===== src/rtl/csi2_pkg.sv =====
// rtl/csi2_pkg.sv - shared CSI-2 data types, decoder states and header ECC
//
// Purpose: CSI-2 data-type codes, the packet decoder state encoding and the
// 24-bit header ECC function. Shared by the decoder and the deserialiser
// debug path.
package csi2_pkg;

  typedef enum logic [5:0] {
    DT_FS    = 6'h00,
    DT_FE    = 6'h01,
    DT_ED    = 6'h12,
    DT_RAW8  = 6'h2A,
    DT_RAW10 = 6'h2B
  } dt_e;

  typedef enum logic [1:0] {
    IDLE,
    HDR,
    DATA,
    WAIT_EOT
  } state_t;

  // Each parity bit is the XOR of the header bits selected by its mask
  // (bit i of the mask selects header bit D[i]). Bits [7:6] are always 0.
  localparam logic [23:0] ECC_P0_MASK = 24'hF12CB7;
  localparam logic [23:0] ECC_P1_MASK = 24'hF2555B;
  localparam logic [23:0] ECC_P2_MASK = 24'h749A6D;
  localparam logic [23:0] ECC_P3_MASK = 24'hB8E38E;
  localparam logic [23:0] ECC_P4_MASK = 24'hDF03F0;
  localparam logic [23:0] ECC_P5_MASK = 24'hEFFC00;

  function automatic logic [7:0] csi2_ecc(input logic [23:0] d);
    return {2'b00,
            ^(d & ECC_P5_MASK), ^(d & ECC_P4_MASK), ^(d & ECC_P3_MASK),
            ^(d & ECC_P2_MASK), ^(d & ECC_P1_MASK), ^(d & ECC_P0_MASK)};
  endfunction

endpackage


===== src/rtl/csi2_packet_decoder_if.sv =====
// rtl/csi2_packet_decoder_if.sv - lane byte input and decoded output bundle
//
// Purpose: groups the deserialiser-side byte lanes and the decoded
// strobes/pixel stream of csi2_packet_decoder.
// Signals: lane0_byte/lane1_byte/byte_valid (PHY -> decoder);
//          frame_start/frame_end/line_start/ecc_err/trunc_err strobes,
//          pix_data/pix_valid/pix_addr pixel stream, line_cnt (decoder -> sink).
// Modports: slave = decoder side, master = PHY/sink side.
interface csi2_packet_decoder_if;
  logic [7:0]  lane0_byte;
  logic [7:0]  lane1_byte;
  logic        byte_valid;
  logic        frame_start;
  logic        frame_end;
  logic        line_start;
  logic [15:0] pix_data;
  logic [1:0]  pix_valid;
  logic [24:0] pix_addr;
  logic [15:0] line_cnt;
  logic        ecc_err;
  logic        trunc_err;

  modport slave (
    input  lane0_byte, lane1_byte, byte_valid,
    output frame_start, frame_end, line_start, pix_data, pix_valid,
           pix_addr, line_cnt, ecc_err, trunc_err
  );

  modport master (
    output lane0_byte, lane1_byte, byte_valid,
    input  frame_start, frame_end, line_start, pix_data, pix_valid,
           pix_addr, line_cnt, ecc_err, trunc_err
  );
endinterface


===== src/rtl/csi2_ecc_check.sv =====
// rtl/csi2_ecc_check.sv - combinational CSI-2 packet header ECC match
//
// Purpose: compares the received ECC byte against the ECC computed over
// the 24-bit header {WC_hi, WC_lo, DI}.
// Ports: hdr (24-bit header, DI in [7:0]), ecc (received ECC byte),
//        match (1 when they agree).
module csi2_ecc_check
  import csi2_pkg::*;
(
  input  logic [23:0] hdr,
  input  logic [7:0]  ecc,
  output logic        match
);

  assign match = (csi2_ecc(hdr) == ecc);

endmodule


===== src/rtl/csi2_packet_decoder.sv =====
// rtl/csi2_packet_decoder.sv - CSI-2 2-lane header parser and RAW8 pixel emitter
//
// Purpose: parses CSI-2 packet headers from lane-aligned HS bytes, checks
// header ECC, emits frame/line strobes and a RAW8 pixel stream with a
// linear frame-buffer address.
// Ports: byte_clk (only clock), reset_n (async active-low),
//        bus (csi2_packet_decoder_if.slave: lane bytes in, strobes/pixels out).
module csi2_packet_decoder
  import csi2_pkg::*;
#(
  parameter logic [1:0]  VC       = 2'd0,
  parameter logic [5:0]  DT_PIXEL = DT_RAW8,
  parameter logic [15:0] MAX_WC   = 16'd4096
) (
  input  logic                 byte_clk,
  input  logic                 reset_n,
  csi2_packet_decoder_if.slave bus
);

  state_t      state;
  logic        seen_low;   // byte_valid observed low since reset
  logic [15:0] hdr;        // {WC_lo, DI} from header cycle A
  logic [15:0] remain;     // payload bytes left in the current line
  logic [24:0] addr;       // address of the next pixel to emit

  logic        frame_start_q, frame_end_q, line_start_q, ecc_err_q, trunc_err_q;
  logic [15:0] pix_data_q;
  logic [1:0]  pix_valid_q;
  logic [24:0] pix_addr_q;
  logic [15:0] line_cnt_q;

  logic [5:0]  dt;
  logic [1:0]  vc_id;
  logic [15:0] wc;
  logic        hdr_ok;
  logic        two_left;
  logic [1:0]  step;

  assign dt       = hdr[5:0];
  assign vc_id    = hdr[7:6];
  assign wc       = {bus.lane0_byte, hdr[15:8]};
  assign two_left = (remain >= 16'd2);
  assign step     = two_left ? 2'd2 : 2'd1;

  // Header cycle B presents {lane1=ECC, lane0=WC_hi}.
  csi2_ecc_check u_ecc_check (
    .hdr   ({bus.lane0_byte, hdr}),
    .ecc   (bus.lane1_byte),
    .match (hdr_ok)
  );

  always_ff @(posedge byte_clk or negedge reset_n) begin
    if (!reset_n) begin
      state         <= IDLE;
      seen_low      <= 1'b0;
      hdr           <= '0;
      remain        <= '0;
      addr          <= '0;
      frame_start_q <= 1'b0;
      frame_end_q   <= 1'b0;
      line_start_q  <= 1'b0;
      ecc_err_q     <= 1'b0;
      trunc_err_q   <= 1'b0;
      pix_data_q    <= '0;
      pix_valid_q   <= '0;
      pix_addr_q    <= '0;
      line_cnt_q    <= '0;
    end else begin
      frame_start_q <= 1'b0;
      frame_end_q   <= 1'b0;
      line_start_q  <= 1'b0;
      ecc_err_q     <= 1'b0;
      trunc_err_q   <= 1'b0;
      pix_valid_q   <= 2'b00;

      // A reset inside a burst must not resync onto payload bytes, so a
      // header is only accepted once the link has been seen idle.
      if (!bus.byte_valid) seen_low <= 1'b1;

      case (state)
        IDLE: begin
          if (bus.byte_valid && seen_low) begin
            hdr   <= {bus.lane1_byte, bus.lane0_byte};
            state <= HDR;
          end
        end

        HDR: begin
          if (!bus.byte_valid) begin
            trunc_err_q <= 1'b1;
            state       <= IDLE;
          end else begin
            state <= WAIT_EOT;
            if (!hdr_ok) begin
              ecc_err_q <= 1'b1;
            end else if (vc_id == VC) begin
              if (dt == DT_FS) begin
                frame_start_q <= 1'b1;
                addr          <= '0;
                pix_addr_q    <= '0;
                line_cnt_q    <= '0;
              end else if (dt == DT_FE) begin
                frame_end_q <= 1'b1;
              end else if (dt == DT_PIXEL && wc != 16'd0 && wc <= MAX_WC) begin
                line_start_q <= 1'b1;
                remain       <= wc;
                state        <= DATA;
              end
            end
          end
        end

        DATA: begin
          if (!bus.byte_valid) begin
            // Partial line: address keeps its advance, line is not counted.
            trunc_err_q <= 1'b1;
            state       <= IDLE;
          end else begin
            pix_data_q  <= {bus.lane1_byte, bus.lane0_byte};
            pix_valid_q <= two_left ? 2'b11 : 2'b01;
            pix_addr_q  <= addr;
            addr        <= addr + {23'd0, step};
            remain      <= remain - {14'd0, step};
            if (remain <= 16'd2) begin
              line_cnt_q <= line_cnt_q + 16'd1;
              state      <= WAIT_EOT;   // CRC and trailer bytes are ignored
            end
          end
        end

        WAIT_EOT: begin
          if (!bus.byte_valid) state <= IDLE;
        end

        default: state <= IDLE;
      endcase
    end
  end

  assign bus.frame_start = frame_start_q;
  assign bus.frame_end   = frame_end_q;
  assign bus.line_start  = line_start_q;
  assign bus.ecc_err     = ecc_err_q;
  assign bus.trunc_err   = trunc_err_q;
  assign bus.pix_data    = pix_data_q;
  assign bus.pix_valid   = pix_valid_q;
  assign bus.pix_addr    = pix_addr_q;
  assign bus.line_cnt    = line_cnt_q;

endmodule


===== src/flat_wrapper.sv =====
// flat-port wrapper written by rule: the top's interface ports become plain ports
module csi2_packet_decoder_flat import csi2_pkg::*;
#(
  parameter logic [1:0]  VC       = 2'd0,
  parameter logic [5:0]  DT_PIXEL = DT_RAW8,
  parameter logic [15:0] MAX_WC   = 16'd4096
)
  (byte_clk, reset_n, bus_lane0_byte, bus_lane1_byte, bus_byte_valid, bus_frame_start, bus_frame_end, bus_line_start, bus_pix_data, bus_pix_valid, bus_pix_addr, bus_line_cnt, bus_ecc_err, bus_trunc_err);
  csi2_packet_decoder_if bus_i ();
  input  logic byte_clk;
  input  logic reset_n;
  input wire logic [$bits(bus_i.lane0_byte)-1:0] bus_lane0_byte;
  input wire logic [$bits(bus_i.lane1_byte)-1:0] bus_lane1_byte;
  input wire logic [$bits(bus_i.byte_valid)-1:0] bus_byte_valid;
  output wire logic [$bits(bus_i.frame_start)-1:0] bus_frame_start;
  output wire logic [$bits(bus_i.frame_end)-1:0] bus_frame_end;
  output wire logic [$bits(bus_i.line_start)-1:0] bus_line_start;
  output wire logic [$bits(bus_i.pix_data)-1:0] bus_pix_data;
  output wire logic [$bits(bus_i.pix_valid)-1:0] bus_pix_valid;
  output wire logic [$bits(bus_i.pix_addr)-1:0] bus_pix_addr;
  output wire logic [$bits(bus_i.line_cnt)-1:0] bus_line_cnt;
  output wire logic [$bits(bus_i.ecc_err)-1:0] bus_ecc_err;
  output wire logic [$bits(bus_i.trunc_err)-1:0] bus_trunc_err;
  assign bus_i.lane0_byte = bus_lane0_byte;
  assign bus_i.lane1_byte = bus_lane1_byte;
  assign bus_i.byte_valid = bus_byte_valid;
  assign bus_frame_start = bus_i.frame_start;
  assign bus_frame_end = bus_i.frame_end;
  assign bus_line_start = bus_i.line_start;
  assign bus_pix_data = bus_i.pix_data;
  assign bus_pix_valid = bus_i.pix_valid;
  assign bus_pix_addr = bus_i.pix_addr;
  assign bus_line_cnt = bus_i.line_cnt;
  assign bus_ecc_err = bus_i.ecc_err;
  assign bus_trunc_err = bus_i.trunc_err;
  csi2_packet_decoder #(.VC(VC), .DT_PIXEL(DT_PIXEL), .MAX_WC(MAX_WC)) u_core (.byte_clk(byte_clk), .reset_n(reset_n), .bus(bus_i));
endmodule

===== config.mk =====
export PLATFORM = sky130hd
export DESIGN_NAME = csi2_packet_decoder_flat
export DESIGN_NICKNAME = d
export VERILOG_FILES = /design/src/rtl/csi2_pkg.sv /design/src/rtl/csi2_packet_decoder_if.sv /design/src/rtl/csi2_ecc_check.sv /design/src/rtl/csi2_packet_decoder.sv /design/src/flat_wrapper.sv
export SDC_FILE = /design/constraint.sdc
export NUM_CORES = 1
export LEC_CHECK = 0
export BUFFER_PORTS_ARGS = -buffer_cell sky130_fd_sc_hd__buf_2
export CAP_MARGIN = 20
export CORE_MARGIN = 3
export CORE_UTILIZATION = 58
export CTS_CLUSTER_DIAMETER = 80
export CTS_CLUSTER_SIZE = 10
export DETAILED_ROUTE_END_ITERATION = 10
export PLACE_DENSITY_LB_ADDON = 0.15
export SLEW_MARGIN = 5
export SYNTH_ARGS = -nofsm -noshare
export SYNTH_HDL_FRONTEND = slang
export SYNTH_HIERARCHICAL = 1
export SYNTH_SLANG_ARGS = --single-unit

===== constraint.sdc =====
create_clock -name byte_clk -period 4.65 [get_ports byte_clk]
set_input_delay 0.465 -clock byte_clk [delete_from_list [all_inputs] [get_ports byte_clk]]
set_output_delay 0.465 -clock byte_clk [all_outputs]
set_load 0.01 [all_outputs]

* Word level (Yosys, flattened, before mapping)
Index checks and enable logic that the tools add are counted.
** Word-level totals
- Flip-flop bits (word level) :: 124
- Latch bits :: 0
- Memory bits (writable) :: 0
- Bits in read-only memories :: 0
- Bits of input ports :: 19
- Output and inout port bits :: 64
- Word-level logic and storage cells :: 120
- Memories kept :: 0
** Cells by class
- $add $sub $neg :: 3
- Multipliers :: 0
- Divide/modulo/power cells :: 0
- Order comparisons :: 3
- Equality and inequality tests :: 18
- Shifts and indexed selects :: 0
- Mux-type cells :: 61
- Bitwise logic cells :: 0
- Reductions and logical operators :: 21
** Operator list (number)
- two-way mux 16 bit :: 13
- two-way mux 25 bit :: 6
- XOR reduction 24 bit :: 6
- one-hot mux 25 bit (2 select lines) :: 2
- one-hot mux 16 bit (2 select lines) :: 2
- two-way mux 2 bit :: 13
- adder 25 x 2 -> 25 bit :: 1
- two-way mux 1 bit :: 24
- adder 16 x 1 -> 16 bit, second input constant :: 1
- greater-or-equal comparator 16 x 2 -> 1 bit, second input constant :: 1
- less-or-equal comparator 16 x 13 -> 1 bit, second input constant :: 1
- less-or-equal comparator 16 x 2 -> 1 bit, second input constant :: 1
- nonzero test 16 bit :: 1
- subtractor 16 x 2 -> 16 bit :: 1
- inequality test 2 x 1 -> 1 bit, second input constant :: 6
- inequality test 2 bit, second input constant :: 5
- == test 6 x 8 -> 1 bit :: 1
- one-hot mux 2 bit (4 select lines) :: 1
- AND reduction 8 bit :: 1
- AND reduction 7 bit :: 1
- == test 6 x 1 -> 1 bit, second input constant :: 1
- == test 6 bit, second input constant :: 1
- logical NOT 6 bit :: 1
- AND reduction 6 bit :: 1
- 9 further kinds :: 14

* Logic depth before layout (Yosys ltp)
Gate-level depths: netlist of the first run.
- Depth after elaboration :: 10
- Depth in mapped cells :: 13
- Gate-level depth less buffers :: 12

* Modules after synthesis
Netlist of the first run, hierarchy kept.
** Modules (own cells, without submodules)
- csi2_packet_decoder :: instances 1, cells each 557, area each 6130.9 sq um, sequential area each 3103.0 sq um
- csi2_ecc_check :: instances 1, cells each 58, area each 510.5 sq um, sequential area each 0.0 sq um

* Worst setup path before layout of the first run
No wires, ideal clock.
- Path kind :: reg-to-reg
- From :: register u_core.hdr[2]
- To :: register u_core.remain[15]
- Setup time :: 125 ps
- Data arrival time :: 3315 ps
- Required time :: 4525 ps
- Path slack :: 1209 ps
- Cell stages (with the launch flop) :: 14
- Clock period less this slack :: 3441 ps
- Cells stage by stage :: dfrtp_1 -> xnor2_1 -> xnor2_1 -> xnor2_2 -> xnor2_1 -> or3_1 -> a2111oi_2 -> or4b_1 -> nor4b_2 -> mux2_2 -> a21oi_2 -> buf_2 -> o21ai_0 -> o21ai_1
** On the way
- Elaborated cells between the ends (all ways) :: 14
- Classes of those cells :: 7 x eq/ne; 7 x reduce/logical
** RTL lines
- from (decl) :: line csi2_packet_decoder.sv:22 : logic [15:0] hdr;
- from (signal assigned) :: line csi2_packet_decoder.sv:83 : hdr <= {bus.lane1_byte, bus.lane0_byte};
- XOR reduction 24 bit, on equally long branches :: line csi2_pkg.sv:35, csi2_pkg.sv:34
- == test 6 x 8 -> 1 bit * :: line csi2_ecc_check.sv:15 : assign match = (csi2_ecc(hdr) == ecc);
- via u_core.hdr_ok :: line csi2_packet_decoder.sv:35 : logic hdr_ok;
- inequality test 2 x 1 -> 1 bit (no line) *
- AND reduction 8 bit (no line) *
- to (signal assigned) :: line csi2_packet_decoder.sv:106 : remain <= wc;
- to (signal assigned) :: line csi2_packet_decoder.sv:123 : remain <= remain - {14'd0, step};
- to (decl) :: line csi2_packet_decoder.sv:23 : logic [15:0] remain;
The timed path passes the listed nets; every way through them passes the cells marked *.
A chain may end at the register's enable or synchronous reset.

* Final worst setup path of the first run
- From :: register u_core.hdr[2]
- To :: register u_core.remain[7]
The elaborated chain is that of the path after synthesis.

==> results of run 1 <==
## per-layer routing
layer | vias up | part of all wire (%) | global-route usage [%]
met2 | 209 | 46 | 39.1
li1 | 2399 | - | -
met3 | 16 | 7.3 | 6.52
met5 | - | 0 | 0
met4 | 0 | 1.3 | 8.01
met1 | 2555 | 45 | 36.6
## final timing paths
| kind | from | end |
|---|---|---|
| max in group asynchronous | reset_n | u_core/bus.line_cnt[0]$_DFFE_PN0P_ |
| worst min-delay path | bus_lane1_byte[4] | u_core/hdr[12]$_DFFE_PN0P_ |
| worst max register to register | u_core/hdr[2]$_DFFE_PN0P_ | u_core/remain[7]$_DFFE_PN0P_ |
| worst max-delay path | u_core/hdr[2]$_DFFE_PN0P_ | u_core/remain[7]$_DFFE_PN0P_ |
| worst min register to register | u_core/bus.pix_addr[0]$_DFFE_PN0P_ | u_core/bus.pix_addr[0]$_DFFE_PN0P_ |
| min in group asynchronous | reset_n | u_core/remain[12]$_DFFE_PN0P_ |
## repair_timing
action                                  in CTS  in global routing
endpoints found under the hold margin       31                  0
endpoints found under the setup margin       0                  0
hold buffers                                 1                  0
## cell usage after synthesis (4+ instances only)
| cell | number | share of area [%] |
|---|---|---|
| a2111oi_2 | 5 | 1.1 |
| a211oi_1 | 11 | 1.2 |
| a21oi_1 | 28 | 2.1 |
| a22o_1 | 26 | 3.4 |
| a31oi_1 | 5 | 0.47 |
| and3_1 | 5 | 0.47 |
| buf_2 | 5 | 0.38 |
| clkbuf_1 | 13 | 0.73 |
| dfrtp_1 | 124 | 47 |
| ha_1 | 9 | 1.7 |
| inv_1 | 19 | 1.1 |
| mux2_2 | 33 | 5.6 |
| mux2i_1 | 4 | 0.60 |
| nand2_1 | 33 | 1.9 |
| nand3_1 | 20 | 1.5 |
| nand4_1 | 11 | 1.0 |
| nor2_1 | 54 | 3.1 |
| nor3_1 | 13 | 0.98 |
| nor4_1 | 7 | 0.66 |
| o21ai_0 | 23 | 1.7 |
| o22ai_1 | 5 | 0.47 |
| or3_1 | 10 | 0.94 |
| xnor2_1 | 63 | 8.3 |
| xor2_1 | 17 | 2.2 |
## flip-flops by register name (all words and copies together) (netlist names)
register / count
u_core/addr: 25
u_core/bus.pix_addr: 25
u_core/bus.line_cnt: 16
u_core/bus.pix_data: 16
u_core/hdr: 16
u_core/remain: 16
u_core/bus.pix_valid: 2
u_core/state: 2
u_core/bus.ecc_err: 1
u_core/bus.frame_end: 1
u_core/bus.frame_start: 1
u_core/bus.line_start: 1
u_core/bus.trunc_err: 1
u_core/seen_low: 1
## cells by family (layout without fill, tap and decap cells)
group	after synthesis	in the layout	synth area share (%)
flip-flops	124	124	46.7
multiplexers	37	37	6.20
AND/OR/NAND/NOR	187	187	15.6
AO/OA/AOI/OAI	131	131	15.8
buffers and inverters	45	144	2.96
adder cells (fa/ha/maj)	9	9	1.70
XOR/XNOR	82	82	11.0
## final cells by class
class / instances / area (sq um) / area share (%)
timing repair buffer: 91 / 483 / 6.19
inverter: 22 / 82.6 / 1.06
tap: 140 / 175 / 2.25
clock buffer: 23 / 468 / 6.00
sequential: 124 / 3100 / 39.8
clock inverter: 8 / 140 / 1.80
multi-input combinational: 446 / 3350 / 42.9
## critical path, delay by kind of cell, from the launching register on
family | cells | cell delay (ns)
AOI/OAI and AO/OA | 4 | 1.26
and+or+nand+nor | 3 | 1.20
xor gates and xnor gates | 4 | 0.73
DFF | 1 | 0.49
muxes | 1 | 0.20
## metrics by stage
| stage | worst slack (ns) | area, sq um | power (W) | std cells |
|---|---|---|---|---|
| after floorplan | 1.21 | 6640 | 0.00306 | 615 |
| after global placement | 0.722 | 7180 | 0.00350 | 822 |
| after detailed placement | 0.559 | 7180 | 0.00354 | 822 |
| after CTS | 0.654 | 7800 | 0.00495 | 854 |
| after global routing | 0.324 | 7800 | 0.00521 | 854 |
| final | 0.639 | 7800 | 0.00494 | 854 |
## where the power goes
group          internal, W  total, W  switching [W]
clock network     0.000917   0.00137       0.000454
logic             0.000863   0.00189        0.00103
registers          0.00133   0.00168       0.000346
==> impl_metrics.ini, run 1 <==
[run_status]
outcome = completed

[sta]
rsz0062_at_grt = no
finalSetupTns_ns = 0
worst_slew_pin_slew_ns = 1.09
fmax_ghz = 0.249
setup_viol = 0
hold_viol_final = 0
hold_ws_ns = 0.324
finalMaxSlewViolations = 0
layout_worst_path_cycle_share_pct = 86.3
fin_crit_ns = 4.01
finClkSkew_ns = 0.00602
max-slew-margin-rel_pct = 26.9

[place]
io_buffers = 82
place_congestion = 0.874
dpl.hpwl_um = 10700

[layout]
nNetsFinal = 730
syn2layout_area_growth_pct = 17.5
layout_commonest_cell = dfrtp_1
drive_gt1_share_pct = 26.3
diodes = 0
post-route-util_pct = 70.7
mostFrequentLayoutCells = dfrtp_1, buf_2, xnor2_1
fillCellCount = 810

[drt]
vias_per_cell = 6.06
wirelength_um = 15600
ant_nets = 0
drt_pre_antenna_iters = 5
drt_iter0_markers = 375
wl_per_cell_um = 18.3
drc = 0
num_vias = 5179

[cts]
post_cts_buffers = 0
clkLatencyLatePin_ns = 0.42
cts.sinks = 124
post_cts_resized = 0
clk_pin_slew_ns = 0.06
numCtsBuffers = 17
cts_tree = done
cts_max_level = 4
cts-root-buf = clkbuf_16
cts_buffer_depth = 2

[min_path]
holdPathStages = 2
worstHoldPathType = input port to flip-flop

[run]
maxCapViolCount = 0

[setup_path]
crit_type = flip-flop to flip-flop
reg2reg_slack_ns = 0.64
cp_cell_sequence = xnor2_1 > xnor2_1 > xnor2_2 > xnor2_1 > or3_1 > a2111oi_2 > or4b_1 > nor4_2 > mux2i_1 > o22ai_2 > o21ai_0 > o2bb2ai_1
rr_worst_depth = 12
cp-start-kind = flip-flop
required_ns = 4.93
crit_fanout = 13
worstSetupEndpointType = flip-flop
cp_common_cell = xnor2_1
critPathMaxStageDelay_ns = 0.54
arrival_ns = 4.29
cp_slowest_cell = or4b_1

[power_and_ir_drop]
ir_drop_mv = 0.522
pwr_density_cell_nw_per_um2 = 633
p_leak_nw = 3.45

[floorplanning]
die_y_um = 113
core_sq_um = 11000
dieArea_sq_um = 12800
die_x_um = 113
initial_utilization_pct = 60.2
rows = 38
io_pins = 83

[logic_synthesis]
syn_inst = 615
netlist-cell-type-count = 72
synth_area_per_cell_sq_um = 10.8
ys_ff_latch = 124
ys_async_sr_fraction_pct = 100
synth_edf_count = 0
synth-warning-count = 6
syn-num-nets = 643
synth_flop_cell = dfrtp_1
syn_area_sq_um = 6640
ys_seq_area_share_pct = 46.7

[global_route]
antenna_found_initial = 0
grt_max_degree = 56
grt_pass1_wl_um = 26000
grt_pass1_vias = 5064
grt_remaining_overflow = 0
track_usage_pct = 25.7
No activity file was read; power rests on OpenSTA's default activity.
==> inputs of run 2 (changes only) <==
- CELL_PAD_IN_SITES_DETAIL_PLACEMENT: not set -> 1
- CELL_PAD_IN_SITES_GLOBAL_PLACEMENT: not set -> 1
- CORE_UTILIZATION: 58 -> 46
==> impl_metrics.ini, run 2 (synthesis results as in run 1) <==
[place]
place_congestion = 0.877
io_buffers = 82
dpl.hpwl_um = 12400

[setup_path]
critPathMaxStageDelay_ns = 0.53
rr_worst_depth = 12
crit_fanout = 8
arrival_ns = 4.32
cp_common_cell = xnor2_1
cpLargestDelayFamily = simple AND/OR/NAND/NOR gates
cp_num_buf_inv = 0
crit_cells = 12
crit_type = flip-flop to flip-flop
required_ns = 4.92
cp_cell_sequence = xnor2_1 > xnor2_1 > xnor2_2 > xnor2_1 > or3_1 > a2111oi_2 > or4b_1 > nor4_2 > mux2i_1 > o22ai_2 > o21ai_0 > o2bb2ai_1
cp-start-kind = flip-flop
cp_slowest_cell = or4b_1
worstSetupEndpointType = flip-flop

[global_route]
grt-busiest-layer = met2
grt_pass1_vias = 5616
grt_util_met3_pct = 4.66
grt_pass1_wl_um = 30200
met2_usage_pct = 37.8
track_usage_pct = 23.7
grtUsageMet1_pct = 32.3
antenna_found_initial = 0
grt_remaining_overflow = 0
grt_max_degree = 52

[cts]
post_cts_resized = 0
cts.sinks = 124
cts_tree = done
post_cts_buffers = 0
cts_max_level = 4
hold_buffers = 0
cts-root-buf = clkbuf_16
clkLatencyLatePin_ns = 0.42
clk_pin_slew_ns = 0.06
numCtsBuffers = 17
cts_buffer_depth = 2

[layout]
diodes = 0
mostFrequentLayoutCells = dfrtp_1, buf_2, xnor2_1
layout_commonest_cell = dfrtp_1
syn2layout_area_growth_pct = 18.0
drive_gt1_share_pct = 27.1
fillCellCount = 1546
nNetsFinal = 732

[drt]
drt_pre_antenna_iters = 4
wl_per_cell_um = 20.1
drc = 0
num_vias = 5244
ant_nets = 0
drt_iter0_markers = 305
vias_per_cell = 5.85
wirelength_um = 18000

[power_and_ir_drop]
p_leak_nw = 3.44
pwr_density_cell_nw_per_um2 = 627
ir_drop_mv = 0.336
finalPower_w = 0.00491

[floorplanning]
rows = 43
io_pins = 83
core_sq_um = 14000
dieArea_sq_um = 15900
initial_utilization_pct = 47.5
die_y_um = 126
die_x_um = 126

[sta]
finalSetupTns_ns = 0
fin_crit_ns = 4.04
setup_viol = 0
hold_viol_final = 0
worst_slew_pin_slew_ns = 0.970
finalMaxSlewViolations = 0
layout_worst_path_cycle_share_pct = 87.0
finClkSkew_ns = 0.00892
fmax_ghz = 0.247
max-slew-margin-rel_pct = 34.5
rsz0062_at_grt = no

[run_status]
outcome = completed

[min_path]
worstHoldPathType = input port to asynchronous set/reset pin

[run]
maxCapViolCount = 0
[run 2: cell count changes in the layout (fill, tap and decap cells not counted), sizes merged]
cell         before  now
clkbuf           23   22
bufinv            4    1
clkinv            7   10
dlygate4sd3       1    0
clkinvlp          0    2
buf              90   93
[run 2: per-stage QoR]
stage	setup WS, ns	hold slack, ns	area (sq um)	std cells	utilization, %
finish	0.606	0.0206	7830	897	56.0
global route	0.288	0.0517	7830	897	56.0
CTS	0.605	0.0426	7810	896	55.9
detailed placement	0.552	0.486	7250	864	51.8
global placement	0.688	0.482	7250	864	51.8
floorplan	1.21	0.169	6640	615	-
[run 2: area by class of cell]
| cell class | instances | area, sq um | share of cell area (%) |
|---|---|---|---|
| Multi-Input combinational cell | 446 | 3350 | 42.8 |
| Clock buffer | 22 | 474 | 6.05 |
| Clock inverter | 10 | 91.3 | 1.17 |
| Inverter | 22 | 82.6 | 1.05 |
| Sequential cell | 124 | 3100 | 39.6 |
| Timing Repair Buffer | 93 | 508 | 6.48 |
| Tap cell | 180 | 225 | 2.87 |
[run 2: power by group]
part,switching (W),internal (W)
Combinational,0.00109,0.000869
Sequential,0.000351,0.00133
Clock,0.000495,0.000775
[run 2: layer usage]
layer / vias to the layer above / wire length (um)
met2: 131 / 8720
met3: 27 / 735
met5: - / 0
li1: 2413 / -
met1: 2673 / 8290
met4: 0 / 285
[run 2: final timing paths]
path                                                     startpoint                             endpoint  slack (ns)
worst max-delay path                      u_core/hdr[2]$_DFFE_PN0P_        u_core/remain[11]$_DFFE_PN0P_        0.61
worst min-delay path                                        reset_n  u_core/bus.line_cnt[15]$_DFFE_PN0P_        0.02
worst max register to register            u_core/hdr[2]$_DFFE_PN0P_        u_core/remain[11]$_DFFE_PN0P_        0.61
worst min register to register  u_core/bus.pix_addr[24]$_DFFE_PN0P_  u_core/bus.pix_addr[24]$_DFFE_PN0P_        0.50
max in group asynchronous                                   reset_n   u_core/bus.pix_addr[6]$_DFFE_PN0P_        3.51
min in group byte_clk                             bus_lane1_byte[0]            u_core/hdr[8]$_DFFE_PN0P_        0.32
